### src/rtl/gcd_pkg.sv
// Shared definitions for the GCD operand feeder and its datapath neighbours:
// the feeder state encoding, response status codes and the core operand width.
package gcd_pkg;

    localparam int GCD_WIDTH = 16;

    typedef enum logic [2:0] {
        S_IDLE      = 3'd0,
        S_LOAD_A    = 3'd1,
        S_LOAD_B    = 3'd2,
        S_WAIT_CLR  = 3'd3,
        S_WAIT_DONE = 3'd4,
        S_RESP      = 3'd5
    } gcd_feed_state_t;

    localparam logic [1:0] ST_OK      = 2'd0;
    localparam logic [1:0] ST_ZERO    = 2'd1;
    localparam logic [1:0] ST_TIMEOUT = 2'd2;

endpackage

### src/rtl/gcd_cycle_counter.sv
// Saturating up-counter with synchronous clear and enable. o_tc flags the
// cycle in which the TIMEOUT-th counted cycle is in progress.
module gcd_cycle_counter #(
    parameter int CNT_W   = 10,
    parameter int TIMEOUT = 1023
) (
    input  logic             clk,
    input  logic             rst,
    input  logic             i_clr,
    input  logic             i_en,
    output logic [CNT_W-1:0] o_count,
    output logic             o_tc
);

    localparam logic [CNT_W-1:0] TC_VAL  = CNT_W'(TIMEOUT - 1);
    localparam logic [CNT_W-1:0] CNT_MAX = {CNT_W{1'b1}};

    logic [CNT_W-1:0] r_count;

    // Count register: clear has priority, increments stop at all-ones.
    always_ff @(posedge clk) begin
        if (rst) begin
            r_count <= '0;
        end else if (i_clr) begin
            r_count <= '0;
        end else if (i_en && (r_count != CNT_MAX)) begin
            r_count <= r_count + CNT_W'(1);
        end
    end

    assign o_count = r_count;
    assign o_tc    = (r_count >= TC_VAL);

endmodule

### src/rtl/gcd_operand_feeder.sv
// Initiator for the GCD core's start/data_in/done load interface: accepts an
// operand pair, sequences A then B, waits for done and returns a response.
module gcd_operand_feeder
    import gcd_pkg::*;
#(
    parameter int WIDTH   = GCD_WIDTH,
    parameter int TIMEOUT = 1023,
    parameter int CNT_W   = 10
) (
    input  logic             clk,
    input  logic             rst,
    input  logic             in_valid,
    output logic             in_ready,
    input  logic [WIDTH-1:0] op_a,
    input  logic [WIDTH-1:0] op_b,
    output logic             start,
    output logic [WIDTH-1:0] data_in,
    input  logic             done,
    output logic             resp_valid,
    input  logic             resp_ready,
    output logic [1:0]       resp_status,
    output logic [CNT_W-1:0] resp_cycles,
    output logic             busy
);

    localparam int RESP_TC = (1 << CNT_W) - 1;

    gcd_feed_state_t  r_state;
    logic             r_in_ready;
    logic             r_start;
    logic [WIDTH-1:0] r_data_in;
    logic [WIDTH-1:0] r_op_b;
    logic             r_resp_valid;
    logic [1:0]       r_resp_status;
    logic [CNT_W-1:0] r_resp_cycles;
    logic             r_busy;

    logic             w_accept;
    logic             w_zero;
    logic             w_in_wait;
    logic             w_wait_clr;
    logic             w_wait_tc;
    logic             w_resp_en;
    logic             w_resp_tc;
    logic [CNT_W-1:0] w_resp_count;
    logic [CNT_W-1:0] w_resp_next;
    logic [CNT_W-1:0] w_unused_wait_count;

    assign w_accept   = (r_state == S_IDLE) && in_valid && r_in_ready;
    assign w_zero     = (op_a == '0) || (op_b == '0);
    assign w_in_wait  = (r_state == S_WAIT_CLR) || (r_state == S_WAIT_DONE);
    assign w_resp_en  = (r_state == S_LOAD_A) || (r_state == S_LOAD_B) || w_in_wait;
    // Each wait state gets a fresh timeout window.
    assign w_wait_clr = (r_state == S_LOAD_B) || ((r_state == S_WAIT_CLR) && !done);
    // Resp counter holds cycles completed before the current one; add this cycle.
    assign w_resp_next = w_resp_tc ? {CNT_W{1'b1}} : (w_resp_count + CNT_W'(1));

    gcd_cycle_counter #(
        .CNT_W   (CNT_W),
        .TIMEOUT (TIMEOUT)
    ) u_wait_cnt (
        .clk     (clk),
        .rst     (rst),
        .i_clr   (w_wait_clr),
        .i_en    (w_in_wait),
        .o_count (w_unused_wait_count),
        .o_tc    (w_wait_tc)
    );

    gcd_cycle_counter #(
        .CNT_W   (CNT_W),
        .TIMEOUT (RESP_TC)
    ) u_resp_cnt (
        .clk     (clk),
        .rst     (rst),
        .i_clr   (w_accept),
        .i_en    (w_resp_en),
        .o_count (w_resp_count),
        .o_tc    (w_resp_tc)
    );

    // Feeder FSM with all interface outputs registered alongside the state.
    always_ff @(posedge clk) begin
        if (rst) begin
            r_state       <= S_IDLE;
            r_in_ready    <= 1'b1;
            r_start       <= 1'b0;
            r_data_in     <= '0;
            r_op_b        <= '0;
            r_resp_valid  <= 1'b0;
            r_resp_status <= ST_OK;
            r_resp_cycles <= '0;
            r_busy        <= 1'b0;
        end else begin
            case (r_state)
                S_IDLE: begin
                    if (w_accept) begin
                        r_in_ready <= 1'b0;
                        r_busy     <= 1'b1;
                        r_op_b     <= op_b;
                        if (w_zero) begin
                            // The core never finishes on a zero operand, so answer locally.
                            r_state       <= S_RESP;
                            r_resp_valid  <= 1'b1;
                            r_resp_status <= ST_ZERO;
                            r_resp_cycles <= '0;
                        end else begin
                            r_state   <= S_LOAD_A;
                            r_start   <= 1'b1;
                            r_data_in <= op_a;
                        end
                    end else begin
                        r_in_ready <= 1'b1;
                    end
                end
                S_LOAD_A: begin
                    r_state   <= S_LOAD_B;
                    r_start   <= 1'b0;
                    r_data_in <= r_op_b;
                end
                S_LOAD_B: begin
                    r_state <= S_WAIT_CLR;
                end
                S_WAIT_CLR: begin
                    if (!done) begin
                        r_state <= S_WAIT_DONE;
                    end else if (w_wait_tc) begin
                        r_state       <= S_RESP;
                        r_data_in     <= '0;
                        r_resp_valid  <= 1'b1;
                        r_resp_status <= ST_TIMEOUT;
                        r_resp_cycles <= {CNT_W{1'b1}};
                    end
                end
                S_WAIT_DONE: begin
                    if (done) begin
                        r_state       <= S_RESP;
                        r_data_in     <= '0;
                        r_resp_valid  <= 1'b1;
                        r_resp_status <= ST_OK;
                        r_resp_cycles <= w_resp_next;
                    end else if (w_wait_tc) begin
                        r_state       <= S_RESP;
                        r_data_in     <= '0;
                        r_resp_valid  <= 1'b1;
                        r_resp_status <= ST_TIMEOUT;
                        r_resp_cycles <= {CNT_W{1'b1}};
                    end
                end
                S_RESP: begin
                    if (resp_ready) begin
                        r_state      <= S_IDLE;
                        r_resp_valid <= 1'b0;
                        r_in_ready   <= 1'b1;
                        r_busy       <= 1'b0;
                    end
                end
                default: begin
                    r_state      <= S_IDLE;
                    r_in_ready   <= 1'b1;
                    r_start      <= 1'b0;
                    r_data_in    <= '0;
                    r_resp_valid <= 1'b0;
                    r_busy       <= 1'b0;
                end
            endcase
        end
    end

    assign in_ready    = r_in_ready;
    assign start       = r_start;
    assign data_in     = r_data_in;
    assign resp_valid  = r_resp_valid;
    assign resp_status = r_resp_status;
    assign resp_cycles = r_resp_cycles;
    assign busy        = r_busy;

endmodule

### config.mk
export PLATFORM = sky130hd
export DESIGN_NAME = gcd_operand_feeder
export DESIGN_NICKNAME = d
export VERILOG_FILES = /design/src/rtl/gcd_pkg.sv /design/src/rtl/gcd_cycle_counter.sv /design/src/rtl/gcd_operand_feeder.sv
export SDC_FILE = /design/constraint.sdc
export NUM_CORES = 1
export LEC_CHECK = 0
export BUFFER_PORTS_ARGS = -buffer_cell sky130_fd_sc_hd__buf_2
export CORE_ASPECT_RATIO = 1.75
export CORE_UTILIZATION = 45
export DETAILED_ROUTE_END_ITERATION = 16
export PLACE_DENSITY = 0.7
export RECOVER_POWER = 25
export SYNTH_ARGS = -nofsm -noshare
export SYNTH_HDL_FRONTEND = slang
export SYNTH_SLANG_ARGS = --single-unit
### constraint.sdc
create_clock -name clk -period 1.6 [get_ports clk]
set_clock_uncertainty 0.05 [all_clocks]
set_input_delay 0.32 -clock clk [delete_from_list [all_inputs] [get_ports clk]]
set_output_delay 0.32 -clock clk [all_outputs]
set_load 0.01 [all_outputs]
==> impl_metrics.toml <==
[global_route]
grt_max_degree = 39
grt_usage = 0.261
grt_pass1_vias = 3839
antenna_found_initial = 0
grt_pass1_wl_mm = 17.5
overflow = 0

[route]
first_iter_violations = 184
post_drt_via_cell_ratio = 5.82
vias = 3837
drc = 0
drt-total-wl_mm = 11.4
dr.pass1.iters = 4
routedWlPerCell_um = 17.3
ant_nets = 0

[synth]
synth-xor-area-share = 0.0412
synth_top_family_by_area = "simple AND/OR/NAND/NOR gates"
synth-warning-count = 0
yosys.area_share.simple = 0.233
syn_inst = 413
synth-seq-cells = 71
synthArstFlopShare = 0
ys_seq_area_frac = 0.393
synth_edf_count = 0
synth_ff_type = "dfxtp_1"
avgSynthCellArea_sq_um = 8.75
ys_types = 62
synthAdderAreaFrac = 0.0139
syn_area_sq_um = 3610
syn_nets = 454
synth_compound_gate_area_share = 0.227
synthMuxAreaShare = 0.0443

[finish]
fillerInstances = 513
layout_common_cells = "buf_4, dfxtp_1, buf_2"
n_antenna_cell = 0
drive_above_1_share = 0.499
final_nets = 607
fin_util = 0.724
final_cells = 659
layout_commonest_cell = "buf_4"
area_growth_pct = 53.8

[floorplan]
die_w_um = 69.7
fp.coreArea_sq_um = 7670
io_pins = 69
die_h_um = 121
initial_core_util = 0.471
rows = 42
die_area_sq_um = 8410

[placement]
dpl.cell_count = 635
gp_congestion = 0.828
dpl.hpwl_mm = 7.66
place_ws_ns = -0.431
portBuffers = 68

[timing]
hold_viol = 0
slew_headroom = 0.767
fmax_mhz = 561
finalSetupViolations = 61
grt_setup_unrepaired = "yes"
finalCriticalPeriod_ns = 1.78
finalCritPeriodShare = 1.11
worst_slack_ns = -0.183
tns_ns = -6.91
slew_viol_final = 0
worst_pin_slew_ns = 0.341

[clocking]
clkSinkCount = 71
h-tree-depth = 3
cts_tree = "built"
cts_buffers = 9
root_buffer = "clkbuf_16"
clockBufferDepth = 2
clkTransAtPathRegs_ns = 0.06
cts_hold_buf = 0
clk_latency_ns = 0.34

[setup_path]
crit_required_ns = 1.81
crit_end = "r_op_b[4]$_SDFFE_PP0P_"
criticalPathCategory = "flip-flop to flip-flop"
r2r-end = "r_op_b[4]$_SDFFE_PP0P_"
reg2reg_from = "r_state[1]$_SDFFE_PP0P_"
crit_arrival_ns = 2.00
critPathLaunch = "r_state[1]$_SDFFE_PP0P_"
r2r_setup_slack_ns = -0.18
cp_max_fo = 8
cp-end-kind = "flip-flop"
reg2regPathDepth = 7
cp-start-kind = "flip-flop"

[power]
seq_power_share = 0.375
total_power_mw = 5.25
leakagePower_nw = 2.21
ir_drop_mv = 0.848
sw_frac_of_total = 0.297
p_int_mw = 3.69
p_comb_frac = 0.242
p_per_area_nw_per_um2 = 944
clkPwrFrac = 0.383
p_switching_mw = 1.56

[min_path]
min-delay-path-class = "primary input to flip-flop"
hp-start = "op_b[2]"

[outcome]
outcome = "finished with violations"
violations = "negative setup slack"

[job]
maxCapViolCount = 0
[power groups by stage]
stage               sequential, mW  clock, mW  combinational (mW)
detailed placement            2.00          0                1.02
CTS                           1.96       2.03                1.13
global route                  1.98       2.09                1.35
global placement              1.99          0                1.01
finish                        1.97       2.01                1.27
floorplan                     2.02          0               0.552
[critical path, cell delays in order, from the launching register on]
cell	delay (ns)
dfxtp_4	0.37
buf_12	0.13
or3_4	0.41
buf_6	0.14
nor2_4	0.21
buf_12	0.19
nand2_4	0.05
a21oi_2	0.15
[how the worst min path moves through the flow]
stage	end	slack, ns	cells after the start
2_1_floorplan	r_op_b[0]$_SDFFE_PP0P_	0.39	2
3_3_place_gp	r_op_b[4]$_SDFFE_PP0P_	0.39	2
3_5_place_dp	data_in[2]$_SDFFE_PP0P_	0.39	1
4_1_cts	r_op_b[10]$_SDFFE_PP0P_	0.18	3
5_1_grt	r_op_b[2]$_SDFFE_PP0P_	0.19	3
6_report	r_op_b[2]$_SDFFE_PP0P_	0.20	3
[Yosys cell counts (2+ instances only)]
cell,number,share of area
a211o_1,2,0.0048
a211oi_1,4,0.0083
a21bo_1,2,0.0055
a21o_1,2,0.0042
a21oi_1,46,0.064
and2_1,3,0.0052
and3_1,2,0.0035
and4_1,6,0.015
buf_2,10,0.014
buf_4,4,0.0083
clkbuf_1,10,0.010
dfxtp_1,71,0.39
ha_1,4,0.014
inv_1,8,0.0083
inv_2,2,0.0021
mux2i_1,16,0.044
nand2_1,44,0.046
nand2b_1,2,0.0035
nand3_1,6,0.0083
nand4_1,6,0.010
nor2_1,24,0.025
nor2_2,2,0.0035
nor3_1,24,0.033
nor4_1,22,0.038
o211ai_1,3,0.0062
o21ai_0,14,0.019
o21ai_1,3,0.0042
o21ai_2,3,0.0073
o2bb2ai_1,6,0.015
o2bb2ai_2,10,0.042
or3_1,6,0.010
xnor2_1,11,0.027
xor2_1,6,0.015
[cell families (layout without fill, tap and decap cells)]
family	after synthesis	in the layout
compound gates	112	112
xor+xnor	17	17
fa+ha+maj	4	4
buf+inv	35	193
flops	71	71
mux	16	16
simple gates	158	158
[state kept, by name (all words and copies together), names as in the netlist]
signal              flops
resp_status             2
resp_valid              1
r_state                 3
start                   1
u_wait_cnt.o_count     10
u_resp_cnt.o_count     10
resp_cycles            10
r_op_b                 16
busy                    1
data_in                16
in_ready                1
[per-stage QoR]
| stage | hold slack [ns] | area, sq um |
|---|---|---|
| final | 0.197 | 5560 |
| after global routing | 0.190 | 5560 |
| after CTS | 0.181 | 5230 |
| after detailed placement | 0.392 | 4720 |
| after global placement | 0.394 | 4720 |
| after floorplan | 0.386 | 3660 |
[per-layer routing]
layer	up-vias	track usage	share of wire
met5	-	0	0
met4	0	0.156	0.041
met3	32	0.0525	0.031
met2	102	0.491	0.56
met1	1862	0.260	0.37
li1	1841	-	-
[area by class of cell]
| class | count | area, sq um | area share |
|---|---|---|---|
| Multi-Input combinational cell | 307 | 2460 | 0.442 |
| Clock inverter | 7 | 72.6 | 0.0131 |
| Clock buffer | 9 | 225 | 0.0405 |
| Timing Repair Buffer | 167 | 1210 | 0.218 |
| Sequential cell | 71 | 1440 | 0.259 |
| Tap cell | 88 | 110 | 0.0198 |
| Inverter | 10 | 40.0 | 0.00721 |
[what timing repair did]
action	in CTS	in global routing
buffers inserted	6	1
hold endpoints to repair	0	0
cloned	1	0
resized for setup	37	81
pin swaps	24	43
endpoints found under the setup margin	67	67
Power figures use the tool's default switching activity.
